===== config.mk =====
export PLATFORM = sky130hd
export DESIGN_NAME = trig_clock_modulator_flat
export DESIGN_NICKNAME = d
export VERILOG_FILES = /design/src/rtl/trig_clock_modulator_if.sv /design/src/rtl/trig_clock_modulator.sv /design/src/flat_wrapper.sv
export SDC_FILE = /design/constraint.sdc
export NUM_CORES = 1
export LEC_CHECK = 0
export ABC_CLOCK_PERIOD_IN_PS = 2600
export CAP_MARGIN = 20
export CELL_PAD_IN_SITES_DETAIL_PLACEMENT = 0
export CELL_PAD_IN_SITES_GLOBAL_PLACEMENT = 1
export CORE_UTILIZATION = 35
export CTS_CLUSTER_SIZE = 24
export DETAILED_ROUTE_END_ITERATION = 10
export PLACE_DENSITY_LB_ADDON = 0.1
export SLEW_MARGIN = 10
export SYNTH_ARGS = -nofsm -noshare
export SYNTH_HDL_FRONTEND = slang
export SYNTH_SLANG_ARGS = --single-unit

===== constraint.sdc =====
create_clock -name osc_clk -period 2.6 [get_ports osc_clk]
set_input_delay 0.39 -clock osc_clk [delete_from_list [all_inputs] [get_ports osc_clk]]
set_output_delay 0.39 -clock osc_clk [all_outputs]
set_load 0.02 [all_outputs]

===== src/rtl/trig_clock_modulator_if.sv =====
// Control and status bundle of the trigger-modulated clock fanout.
// The master side drives triggers and configuration; the slave side is the modulator.
interface trig_clock_modulator_if #(
  parameter int NCH = 4,
  parameter int PW  = 3
);
  logic           sma_trig;
  logic           mode;
  logic [NCH-1:0] ch_en;
  logic           ovf_clr;
  logic [NCH-1:0] trig_out;
  logic           sma_trig_monitor;
  logic           sym_strobe;
  logic [PW-1:0]  pending;
  logic           overflow;

  modport master (
    output sma_trig, mode, ch_en, ovf_clr,
    input  trig_out, sma_trig_monitor, sym_strobe, pending, overflow
  );

  modport slave (
    input  sma_trig, mode, ch_en, ovf_clr,
    output trig_out, sma_trig_monitor, sym_strobe, pending, overflow
  );
endinterface


===== src/rtl/trig_clock_modulator.sv =====
// Trigger-modulated clock for the mPMT RJ45 fanout: osc_clk is cut into DIV-cycle
// symbols, idle symbols carry a short pulse, queued triggers a long or missing one.
module trig_clock_modulator #(
  parameter int DIV    = 4,
  parameter int LOW_W  = 1,
  parameter int HIGH_W = 3,
  parameter int NCH    = 4,
  parameter int QDEPTH = 4,
  localparam int PW    = $clog2(QDEPTH + 1)
) (
  input logic                    osc_clk,
  input logic                    rst_n,
  trig_clock_modulator_if.slave  bus
);
  localparam int PHW = (DIV > 1) ? $clog2(DIV) : 1;

  logic           s1_r, s2_r, s3_r;
  logic [PHW-1:0] ph_r;
  logic           cur_sym_r;
  logic           cur_mode_r;
  logic [NCH-1:0] ch_en_q_r;
  logic [PW-1:0]  pending_r;
  logic           overflow_r;
  logic [NCH-1:0] trig_out_r;
  logic           monitor_r;

  logic           edge_s;
  logic           boundary_s;
  logic           take_s;
  logic           drop_s;
  logic [PW-1:0]  pending_nx_s;
  logic           overflow_nx_s;
  logic           wave_s;

  assign edge_s     = s2_r & ~s3_r;
  assign boundary_s = (ph_r == PHW'(DIV - 1));
  assign take_s     = boundary_s & (pending_r != PW'(0));

  // Three-flop synchroniser on the asynchronous SMA trigger
  always_ff @(posedge osc_clk or negedge rst_n) begin
    if (!rst_n) begin
      s1_r <= 1'b0;
      s2_r <= 1'b0;
      s3_r <= 1'b0;
    end else begin
      s1_r <= bus.sma_trig;
      s2_r <= s1_r;
      s3_r <= s2_r;
    end
  end

  // Phase within the current symbol
  always_ff @(posedge osc_clk or negedge rst_n) begin
    if (!rst_n) begin
      ph_r <= PHW'(0);
    end else if (boundary_s) begin
      ph_r <= PHW'(0);
    end else begin
      ph_r <= ph_r + PHW'(1);
    end
  end

  // Symbol type, mode and channel mask only change at a boundary, so no runt pulses
  always_ff @(posedge osc_clk or negedge rst_n) begin
    if (!rst_n) begin
      cur_sym_r  <= 1'b0;
      cur_mode_r <= 1'b0;
      ch_en_q_r  <= {NCH{1'b0}};
    end else if (boundary_s) begin
      cur_sym_r  <= (pending_r != PW'(0));
      cur_mode_r <= bus.mode;
      ch_en_q_r  <= bus.ch_en;
    end else begin
      cur_sym_r  <= cur_sym_r;
      cur_mode_r <= cur_mode_r;
      ch_en_q_r  <= ch_en_q_r;
    end
  end

  // Trigger queue occupancy; a simultaneous edge and consume leaves it unchanged
  always_comb begin
    pending_nx_s = pending_r;
    drop_s       = 1'b0;
    if (edge_s && !take_s) begin
      if (pending_r == PW'(QDEPTH)) begin
        drop_s = 1'b1;
      end else begin
        pending_nx_s = pending_r + PW'(1);
      end
    end else if (!edge_s && take_s) begin
      pending_nx_s = pending_r - PW'(1);
    end else begin
      pending_nx_s = pending_r;
    end
  end

  // Sticky overflow: a drop outranks a clear in the same cycle
  always_comb begin
    overflow_nx_s = overflow_r;
    if (drop_s) begin
      overflow_nx_s = 1'b1;
    end else if (bus.ovf_clr) begin
      overflow_nx_s = 1'b0;
    end else begin
      overflow_nx_s = overflow_r;
    end
  end

  // Queue and overflow state
  always_ff @(posedge osc_clk or negedge rst_n) begin
    if (!rst_n) begin
      pending_r  <= PW'(0);
      overflow_r <= 1'b0;
    end else begin
      pending_r  <= pending_nx_s;
      overflow_r <= overflow_nx_s;
    end
  end

  // Waveform of the current symbol at the current phase
  always_comb begin
    wave_s = 1'b0;
    case (cur_mode_r)
      1'b0:    wave_s = ph_r < (cur_sym_r ? PHW'(HIGH_W) : PHW'(LOW_W));
      1'b1:    wave_s = ~cur_sym_r & (ph_r < PHW'(DIV / 2));
      default: wave_s = 1'b0;
    endcase
  end

  // Registered, per-channel gated outputs
  always_ff @(posedge osc_clk or negedge rst_n) begin
    if (!rst_n) begin
      trig_out_r <= {NCH{1'b0}};
      monitor_r  <= 1'b0;
    end else begin
      trig_out_r <= {NCH{wave_s}} & ch_en_q_r;
      monitor_r  <= cur_sym_r;
    end
  end

  assign bus.trig_out         = trig_out_r;
  assign bus.sma_trig_monitor = monitor_r;
  assign bus.sym_strobe       = boundary_s;
  assign bus.pending          = pending_r;
  assign bus.overflow         = overflow_r;
endmodule


===== src/flat_wrapper.sv =====
// flat-port wrapper written by rule: the top's interface ports become plain ports
module trig_clock_modulator_flat 
#(
  parameter int DIV    = 4,
  parameter int LOW_W  = 1,
  parameter int HIGH_W = 3,
  parameter int NCH    = 4,
  parameter int QDEPTH = 4,
  localparam int PW    = $clog2(QDEPTH + 1)
)
  (osc_clk, rst_n, bus_sma_trig, bus_mode, bus_ch_en, bus_ovf_clr, bus_trig_out, bus_sma_trig_monitor, bus_sym_strobe, bus_pending, bus_overflow);
  trig_clock_modulator_if #(.NCH(NCH), .PW((3))) bus_i ();
  input logic osc_clk;
  input logic rst_n;
  input wire logic [$bits(bus_i.sma_trig)-1:0] bus_sma_trig;
  input wire logic [$bits(bus_i.mode)-1:0] bus_mode;
  input wire logic [$bits(bus_i.ch_en)-1:0] bus_ch_en;
  input wire logic [$bits(bus_i.ovf_clr)-1:0] bus_ovf_clr;
  output wire logic [$bits(bus_i.trig_out)-1:0] bus_trig_out;
  output wire logic [$bits(bus_i.sma_trig_monitor)-1:0] bus_sma_trig_monitor;
  output wire logic [$bits(bus_i.sym_strobe)-1:0] bus_sym_strobe;
  output wire logic [$bits(bus_i.pending)-1:0] bus_pending;
  output wire logic [$bits(bus_i.overflow)-1:0] bus_overflow;
  assign bus_i.sma_trig = bus_sma_trig;
  assign bus_i.mode = bus_mode;
  assign bus_i.ch_en = bus_ch_en;
  assign bus_i.ovf_clr = bus_ovf_clr;
  assign bus_trig_out = bus_i.trig_out;
  assign bus_sma_trig_monitor = bus_i.sma_trig_monitor;
  assign bus_sym_strobe = bus_i.sym_strobe;
  assign bus_pending = bus_i.pending;
  assign bus_overflow = bus_i.overflow;
  trig_clock_modulator #(.DIV(DIV), .LOW_W(LOW_W), .HIGH_W(HIGH_W), .NCH(NCH), .QDEPTH(QDEPTH)) u_core (.osc_clk(osc_clk), .rst_n(rst_n), .bus(bus_i));
endmodule

# Yosys cells after proc, flatten, opt, wreduce, memory -nomap -nowiden
# Index checks and enable logic that the tools add are counted.
# W data, S select, Z words.
totals:
  reg_bits: 20
  out_inout_bits: 10
  wordCells: 44
op_classes:
  n_addsub: 3
  magnitude_cmp: 2
  eq_ne: 3
  mux: 10
  bitwise: 7
  reduce_logical: 8
op_table:
  columns: ["cell", "n"]
  rows:
  - ["$mux W3", 3]
  - ["$and A4 B4 Y4", 1]
  - ["$mux W1", 4]
  - ["$mux W2", 2]
  - ["$reduce_bool A2 Y1", 2]
  - ["$add A3 B1 Y3 const B", 1]
  - ["$and A1 B1 Y1", 3]
  - ["$eq A3 B3 Y1 const B", 1]
  - ["$not A1 Y1", 3]
  - ["$reduce_bool A3 Y1", 1]
  - ["$sub A3 B1 Y3 const B", 1]
  - ["$add A2 B1 Y2 const B", 1]
  - ["$eq A2 B2 Y1 const B", 1]
  - ["$logic_and A1 B1 Y1", 2]
  - ["$logic_not A1 Y1", 2]
  - ["$lt A2 B2 Y1", 1]
  - ["$lt A2 B2 Y1 const B", 1]
  - ["$ne A2 B2 Y1 const B", 1]
  - ["$pmux W1 S2", 1]
  - ["$reduce_and A2 Y1", 1]

# Longest topological paths before layout
# Gate-level depths: netlist of run 1.
depth:
  word_depth: 6
  ltp_mapped: 9
  ltp_nobuf: 8

# Worst setup path after synthesis of run 1
# OpenSTA, ideal clock, no wires.
synth_path:
  path_kind: "reg2reg"
  from: "register u_core.ph_r[0]"
  to: "register u_core.pending_r[2], in the netlist u_core.bus.pending[2]"
  arrival_time_ps: 1998
  required_ps: 2533
  setup_slack_ps: 535
  stages_incl_launch_ff: 10
  period_less_slack_ps: 2065
  cell_sequence: "dfrtp_1 -> ha_1 -> buf_4 -> o31ai_1 -> nand2_1 -> fa_1 -> and2b_1 -> o211ai_1 -> a21o_1 -> nand3_2"
synth_between:
  elab_chain_cells: 6
  word_cells_on_any_way: 9
  classes_between: "eq/ne: 2; mux: 1; bitwise: 1; reduce/logical: 5"
synth_rtl:
  columns: ["item", "line_no", "rtl"]
  rows:
  - ["from (decl)", "trig_clock_modulator.sv:18", "logic [PHW-1:0] ph_r;"]
  - ["from (signal assigned)", "trig_clock_modulator.sv:59", "ph_r <= ph_r + PHW'(1);"]
  - ["$eq A2 B2 Y1 *", "trig_clock_modulator.sv:36", "assign boundary_s = (ph_r == PHW'(DIV - 1));"]
  - ["net bus_sym_strobe", "flat_wrapper.sv:21", "output wire logic [$bits(bus_i.sym_strobe)-1:0] bus_sym_strobe;"]
  - ["$and A1 B1 Y1 *", "trig_clock_modulator.sv:37", "assign take_s = boundary_s & (pending_r != PW'(0));"]
  - ["$logic_not A1 Y1", "trig_clock_modulator.sv:84", "if (edge_s && !take_s) begin"]
  - ["$logic_and A1 B1 Y1", "trig_clock_modulator.sv:84", null]
  - ["$ne A2 B2 Y1 (no source line) or $reduce_bool A2 Y1 (tied branches)", null, null]
  - ["$reduce_and A2 Y1 (no source line)", null, null]
  - ["to (signal assigned)", "trig_clock_modulator.sv:115", "pending_r <= pending_nx_s;"]
  - ["to (decl)", "trig_clock_modulator.sv:22", "logic [PW-1:0] pending_r;"]
# Mark *: on every way through the listed nets, which the timed path passes. The rest lies on a longest branch.
# A chain may end at the register's enable or synchronous reset.

# Worst setup path in the final report of run 1
layout_path:
  from: "register u_core.ph_r[1]"
  to: "output bus_sym_strobe"
layout_between:
  elab_chain_cells: 1
layout_rtl:
  columns: ["item", "line_no"]
  rows:
  - ["$eq A2 B2 Y1", "trig_clock_modulator.sv:36"]
  - ["to (decl)", "flat_wrapper.sv:21"]
# No other way between the ends.

==> results of run 1 <==
-- cells by family (layout without fill, tap and decap cells) --
| logic type | after synthesis | after routing |
|---|---|---|
| XOR/XNOR | 2 | 2 |
| buffers and inverters | 4 | 27 |
| AO/OA/AOI/OAI | 10 | 10 |
| adder cells (fa/ha/maj) | 4 | 4 |
| multiplexers | 5 | 5 |
| flip-flops | 20 | 20 |
| AND/OR/NAND/NOR | 23 | 23 |
-- cells in the final DEF (no fill, tap or decap) --
master | netlist | layout
nand3_2 | 1 | 1
nand3_1 | 3 | 3
nand4b_1 | 1 | 1
nand2_1 | 6 | 6
o221ai_1 | 1 | 1
clkbuf_4 | 0 | 3
and2_1 | 4 | 4
o2111ai_1 | 1 | 1
nor2b_1 | 1 | 1
clkbuf_8 | 0 | 1
inv_1 | 3 | 3
buf_4 | 1 | 2
nor2_1 | 2 | 2
o31ai_1 | 1 | 1
ha_1 | 3 | 3
xnor2_1 | 2 | 2
nand2b_4 | 1 | 1
o21ai_1 | 3 | 3
and2b_1 | 1 | 1
nand2b_1 | 1 | 1
a21o_1 | 1 | 1
nand3b_1 | 1 | 1
fa_1 | 1 | 1
o21ai_0 | 1 | 1
o31ai_2 | 1 | 1
dfrtp_1 | 20 | 20
o211ai_1 | 1 | 1
clkdlybuf4s50_1 | 0 | 18
and2b_4 | 1 | 1
mux2_1 | 5 | 5
-- power groups by stage --
stage	sequential [mW]	combinational, mW	clock [mW]
after detailed placement	0.440	0.293	0
final	0.433	0.289	0.173
after global routing	0.447	0.325	0.200
after floorplan	0.476	0.122	0
after CTS	0.434	0.294	0.183
after global placement	0.440	0.293	0
-- layer usage --
| layer | up-vias | wire (um) | track usage [%] |
|---|---|---|---|
| li1 | 280 | - | - |
| met3 | 4 | 70 | 4.68 |
| met4 | 0 | 24 | 6.76 |
| met5 | - | 0 | 0 |
| met1 | 258 | 716 | 19.8 |
| met2 | 12 | 565 | 17.5 |
-- stage by stage --
stage	std cells	area (um^2)	power (mW)	util (%)
global placement	115	1090	0.732	47.7
floorplan	68	863	0.598	-
detailed placement	115	1090	0.734	47.7
CTS	119	1120	0.911	49.3
finish	119	1120	0.895	49.3
global route	119	1120	0.972	49.3
-- sequential cells by signal, summed over array words and instances (netlist names) --
| signal | cells |
|---|---|
| u_core.bus.trig_out | 4 |
| u_core.bus.overflow | 1 |
| u_core.ph_r | 2 |
| u_core.ch_en_q_r | 4 |
| u_core.s3_r | 1 |
| u_core.s2_r | 1 |
| u_core.cur_sym_r | 1 |
| u_core.s1_r | 1 |
| u_core.cur_mode_r | 1 |
| u_core.bus.sma_trig_monitor | 1 |
| u_core.bus.pending | 3 |
-- cell type report --
type | instances | area, um^2
fillers | 206 | 1150
flip-flops and latches | 20 | 500
multi-input cells | 44 | 344
well taps | 28 | 35.0
repair buffers | 20 | 195
inverters | 3 | 11.3
clock buffers | 4 | 36.3
-- synth_stat cells --
library cell and count:
fa_1 1, nand4b_1 1, ha_1 3, nor2_1 2, mux2_1 5, and2_1 4
o21ai_1 3, a21o_1 1, and2b_1 1, o2111ai_1 1, nand3b_1 1, nand2_1 6
xnor2_1 2, nand3_1 3, dfrtp_1 20, and2b_4 1, inv_1 3, nor2b_1 1
buf_4 1, nand2b_4 1, o21ai_0 1, o31ai_1 1, o221ai_1 1, nand2b_1 1
o211ai_1 1, nand3_2 1, o31ai_2 1
-- how the worst min path moves through the flow --
stage | startpoint | end | slack (ns)
global placement | u_core.s1_r | u_core.s2_r | 0.34
CTS | u_core.s1_r | u_core.s2_r | 0.36
detailed placement | u_core.s1_r | u_core.s2_r | 0.34
global route | u_core.s1_r | u_core.s2_r | 0.37
finish | u_core.s1_r | u_core.s2_r | 0.36
floorplan | rst_n | u_core.bus.overflow | 0.09
==> impl_metrics.py, run 1 <==
metrics = {
    "cts": {
        "cts_tree": "done",
        "cts_resized": 0,
        "cts-buffers-inserted": 3,
        "holdBufCountCts": 0,
        "clk_latency_ns": 0.29,
        "post_cts_buffers": 0,
        "cts_root_buf": "clkbuf_4",
        "htreeDepth": 1,
        "clkSinkCount": 20,
        "clockBufferDepth": 2,
        "clk_pin_slew_ns": 0.11,
    },
    "synth": {
        "synth_compound_area_share_pct": 8.41,
        "yosysSeqAreaShare_pct": 58.0,
        "ys_warn_count": 0,
        "synth_top_cell_by_area": "dfrtp_1",
        "synth_top_area_share_pct": 58.0,
        "synthMuxAreaShare_pct": 6.52,
        "synthTopCellsByArea": "dfrtp_1, mux2_1, ha_1, and2_1, nand2_1",
        "synthSimpleGateAreaFrac_pct": 16.2,
        "syn_area_per_cell_um2": 12.7,
        "syn_inst": 68,
        "synthXorXnorAreaFrac_pct": 2.03,
        "synth_cell_types": 27,
        "synth_top_family_by_area": "simple AND/OR/NAND/NOR gates",
        "syn_area_um2": 863,
        "synth_nets": 81,
        "yosys.area_share.adder_pct": 6.67,
        "synth_seq_cells": 20,
    },
    "setup_path": {
        "timing.critical_path.cells": "ha_1 -> clkdlybuf4s50_1",
        "worst-path-buf-inv": 1,
        "end_kind": "primary output",
        "cp-endpoint": "bus_sym_strobe",
        "critPathMaxFanout": 10,
        "path_delay_family": "buffers and inverters",
        "regToRegEndpoint": "u_core.bus.pending[2]",
        "crit_type": "flip-flop to primary output",
        "worst_ep_required_time_ns": 2.21,
        "cp_num_cells": 2,
        "worst_r2r_path_depth": 8,
        "r2r_slack_ns": 0.61,
        "r2r_start": "u_core.ph_r[0]",
        "worst_setup_path_start_kind": "flip-flop",
        "max_stage_delay_ns": 0.69,
        "cp-startpoint": "u_core.ph_r[1]",
        "cp.arrival_ns": 1.76,
        "cp_slowest_cell": "clkdlybuf4s50_1",
    },
    "global_routing": {
        "antenna_found_initial": 0,
        "grt_pass1_wl_um": 2480,
        "grt_max_degree": 21,
        "grt_pass1_vias": 527,
        "grt-ovfl-total": 0,
        "grtUsageTotal_pct": 13.6,
    },
    "detailed_routing": {
        "antenna_left": 0,
        "drc_errors": 0,
        "drt-wirelength-per-cell_um": 11.6,
        "drt_wl_total_um": 1380,
        "num_vias": 554,
        "drtIter0Drc": 5,
        "first_pass_iters": 4,
        "vias_per_cell": 4.66,
    },
    "final_layout": {
        "drive_gt1_share_pct": 11.0,
        "area_growth_pct": 30.0,
        "diodes": 0,
        "final_nets": 105,
    },
    "sta": {
        "worstMarginPinSlew_ns": 0.378,
        "hold_violations": 0,
        "slew_headroom_pct": 74.8,
        "worst_slack_ns": 0.448,
        "hold_ws_ns": 0.358,
        "fin_crit_sh_pct": 82.8,
        "rsz0062_at_grt": "false",
        "tns_ns": 0,
        "clock_skew_ns": 0.00855,
        "final-max-slew-violation-count": 0,
        "period_needed_ns": 2.15,
        "fmax_ghz": 0.465,
        "finalSetupViolCount": 0,
    },
    "power": {
        "swShare_pct": 33.1,
        "leakagePower_nw": 0.481,
        "clkPwrFrac_pct": 19.3,
        "switching_power_uw": 297,
        "p_comb_share_pct": 32.3,
        "ir_drop_v": 0.000351,
        "p_int_uw": 598,
        "p_seq_share_pct": 48.4,
        "pwr_density_cell_nw_per_um2": 797,
    },
    "outcome": {
        "status": "finished, final reports clean",
    },
    "min_path": {
        "whs_path_depth": 0,
        "hold_class": "flip-flop to flip-flop",
    },
    "die": {
        "coreArea_um2": 2280,
        "pin_count": 19,
        "die_y_um": 51.7,
        "placementRows": 17,
        "initial_core_util_pct": 37.9,
        "dieArea_um2": 2670,
        "die_w_um": 51.7,
    },
    "placement": {
        "place_congestion": 0.732,
        "dp_hpwl_um": 1040,
        "io_buffer_count": 18,
        "preCtsSetupSlack_ns": 0.587,
    },
    "run": {
        "drv_cap": 0,
    },
}
Note: power is estimated with default switching activity, not from simulation.
==> inputs of run 2 (changes only) <==
ABC_CLOCK_PERIOD_IN_PS = 2000   (was 2600)
clock period = 2 ns   (was 2.6 ns; I/O delays follow)
==> run 2 against run 1 <==
Worst setup slack worse by 0.25 ns. Core utilization up 0.44 points. Critical endpoint is now u_core.bus.pending[2]. Non-clock buffer count up 3. Highest routed layer unchanged. Cell count up 1.7%.
==> impl_metrics.py, run 2 (same netlist as run 1, synthesis figures left out) <==
metrics = {
    "power": {
        "swShare_pct": 33.5,
        "ir_drop_v": 0.000657,
        "p_int_uw": 776,
        "p_comb_share_pct": 41.2,
        "leakagePower_nw": 0.492,
        "p_seq_share_pct": 43.5,
        "switching_power_uw": 392,
        "clkPwrFrac_pct": 15.3,
        "pwr_density_cell_nw_per_um2": 1030,
    },
    "cts": {
        "htreeDepth": 1,
        "cts-buffers-inserted": 3,
        "cts_tree": "done",
        "post_cts_buffers": 0,
        "clk_pin_slew_ns": 0.10,
        "clkSinkCount": 20,
        "cts_root_buf": "clkbuf_4",
        "clockBufferDepth": 2,
        "clk_latency_ns": 0.29,
    },
    "setup_path": {
        "cp.arrival_ns": 2.04,
        "max_stage_delay_ns": 0.40,
        "path_delay_family": "compound AO/OA/AOI/OAI gates",
        "crit_type": "flip-flop to flip-flop",
        "critPathMaxFanout": 3,
        "worst_ep_required_time_ns": 2.24,
        "timing.critical_path.cells": "o31ai_1 -> nand2_1 -> fa_1 -> and2b_1 -> o211ai_1 -> a21o_1 -> nand3_2",
        "end_kind": "flip-flop",
        "worst_setup_path_start_kind": "flip-flop",
        "cp_slowest_cell": "dfrtp_1",
        "worst-path-buf-inv": 0,
    },
    "detailed_routing": {
        "vias_per_cell": 4.67,
        "first_pass_iters": 3,
        "drt-wirelength-per-cell_um": 11.7,
        "antenna_left": 0,
        "drtIter0Drc": 7,
        "num_vias": 565,
        "drt_wl_total_um": 1420,
        "drc_errors": 0,
    },
    "sta": {
        "fin_crit_sh_pct": 90.3,
        "worstMarginPinSlew_ns": 0.313,
        "tns_ns": 0,
        "clock_skew_ns": 0.00456,
        "slew_headroom_pct": 79.0,
        "rsz0062_at_grt": "false",
        "period_needed_ns": 1.81,
        "fmax_ghz": 0.554,
        "finalSetupViolCount": 0,
        "final-max-slew-violation-count": 0,
        "hold_violations": 0,
    },
    "global_routing": {
        "grtUsageTotal_pct": 13.2,
        "grt_pass1_wl_um": 2530,
        "antenna_found_initial": 0,
        "grt-ovfl-total": 0,
        "grt_pass1_vias": 563,
        "grt_max_degree": 21,
    },
    "placement": {
        "io_buffer_count": 18,
        "dp_hpwl_um": 1070,
        "dp.cells": 118,
        "dpl-instance-area_um2": 1110,
        "place_congestion": 0.777,
    },
    "final_layout": {
        "layout_commonest_cell": "dfrtp_1",
        "layout_common_cells": "dfrtp_1, clkdlybuf4s50_1, nand2_1",
        "final_cell_area_um2": 1130,
        "diodes": 0,
        "drive_gt1_share_pct": 14.0,
        "layout.cells.non_filler": 121,
        "final_nets": 108,
        "area_growth_pct": 31.2,
    },
    "outcome": {
        "status": "finished, final reports clean",
    },
    "run": {
        "drv_cap": 0,
    },
    "die": {
        "dieArea_um2": 2670,
        "coreArea_um2": 2280,
        "placementRows": 17,
        "pin_count": 19,
        "initial_core_util_pct": 37.9,
        "die_w_um": 51.7,
        "die_y_um": 51.7,
    },
    "min_path": {
        "hold_class": "input pin to async pin",
    },
}
## run 2: changes by cell type in the layout (fill, tap and decap cells not counted)
cell,change
dlygate4sd2_1,+1
ha_1,-1
clkdlybuf4s50_1,-1
buf_4,+3
ha_2,+1
clkbuf_8,-1
## run 2: stage by stage
stage / worst slack [ns] / util [%] / hold slack, ns / power (mW)
2_1_floorplan: 0.0335 / - / 0.00441 / 0.777
3_3_place_gp: 0.246 / 48.8 / 0.347 / 1.00
3_5_place_dp: 0.198 / 48.8 / 0.342 / 1.01
4_1_cts: 0.173 / 49.8 / 0.334 / 1.19
5_1_grt: 0.0570 / 49.8 / 0.338 / 1.26
6_report: 0.194 / 49.8 / 0.334 / 1.17
## run 2: power groups by stage
stage	sequential (mW)	combinational, mW	clock, mW
floorplan	0.619	0.158	0
global placement	0.516	0.484	0
detailed placement	0.517	0.488	0
CTS	0.509	0.488	0.192
global route	0.515	0.533	0.215
finish	0.508	0.481	0.179
## run 2: layout make-up
class	count	area, um^2
inverters	3	11.3
repair buffers	23	216
clock buffers	3	22.5
well taps	28	35.0
fillers	207	1140
flip-flops and latches	20	500
multi-input cells	44	347
## run 2: what timing repair did
item                                    4_1_cts  5_1_grt
endpoints found under the setup margin        1        0
hold buffers                                  0        0
hold endpoints to repair                      0        0
resized for setup                             1        0
## run 2: per-layer routing
metal  up-vias  GRT usage, %  share of wire [%]
met2        14          19.0                 43
met1       265          17.7                 50
met5         -             0                  0
met3         2          6.73                6.8
li1        284             -                  -
met4         0          2.70               0.56
## run 2: path summary, 6_finish.rpt
kind / end / cells past startpoint / slack (ns) / from
worst max-delay path: u_core.bus.pending[2] / 7 / 0.19 / u_core.bus.pending[2]
worst min-delay path: u_core.bus.trig_out[2] / 2 / 0.33 / rst_n
worst max register to register: u_core.bus.pending[2] / 7 / 0.19 / u_core.bus.pending[2]
worst min register to register: u_core.s2_r / 0 / 0.37 / u_core.s1_r
max in group asynchronous: u_core.s2_r / 2 / 1.46 / rst_n
min in group osc_clk: u_core.s2_r / 0 / 0.37 / u_core.s1_r
==> inputs of run 3 (changes only) <==
TNS_END_PERCENT = 1   (was unset)
==> results of run 3 <==
The final DEF is identical to that of run 2; final timing and power are the same.
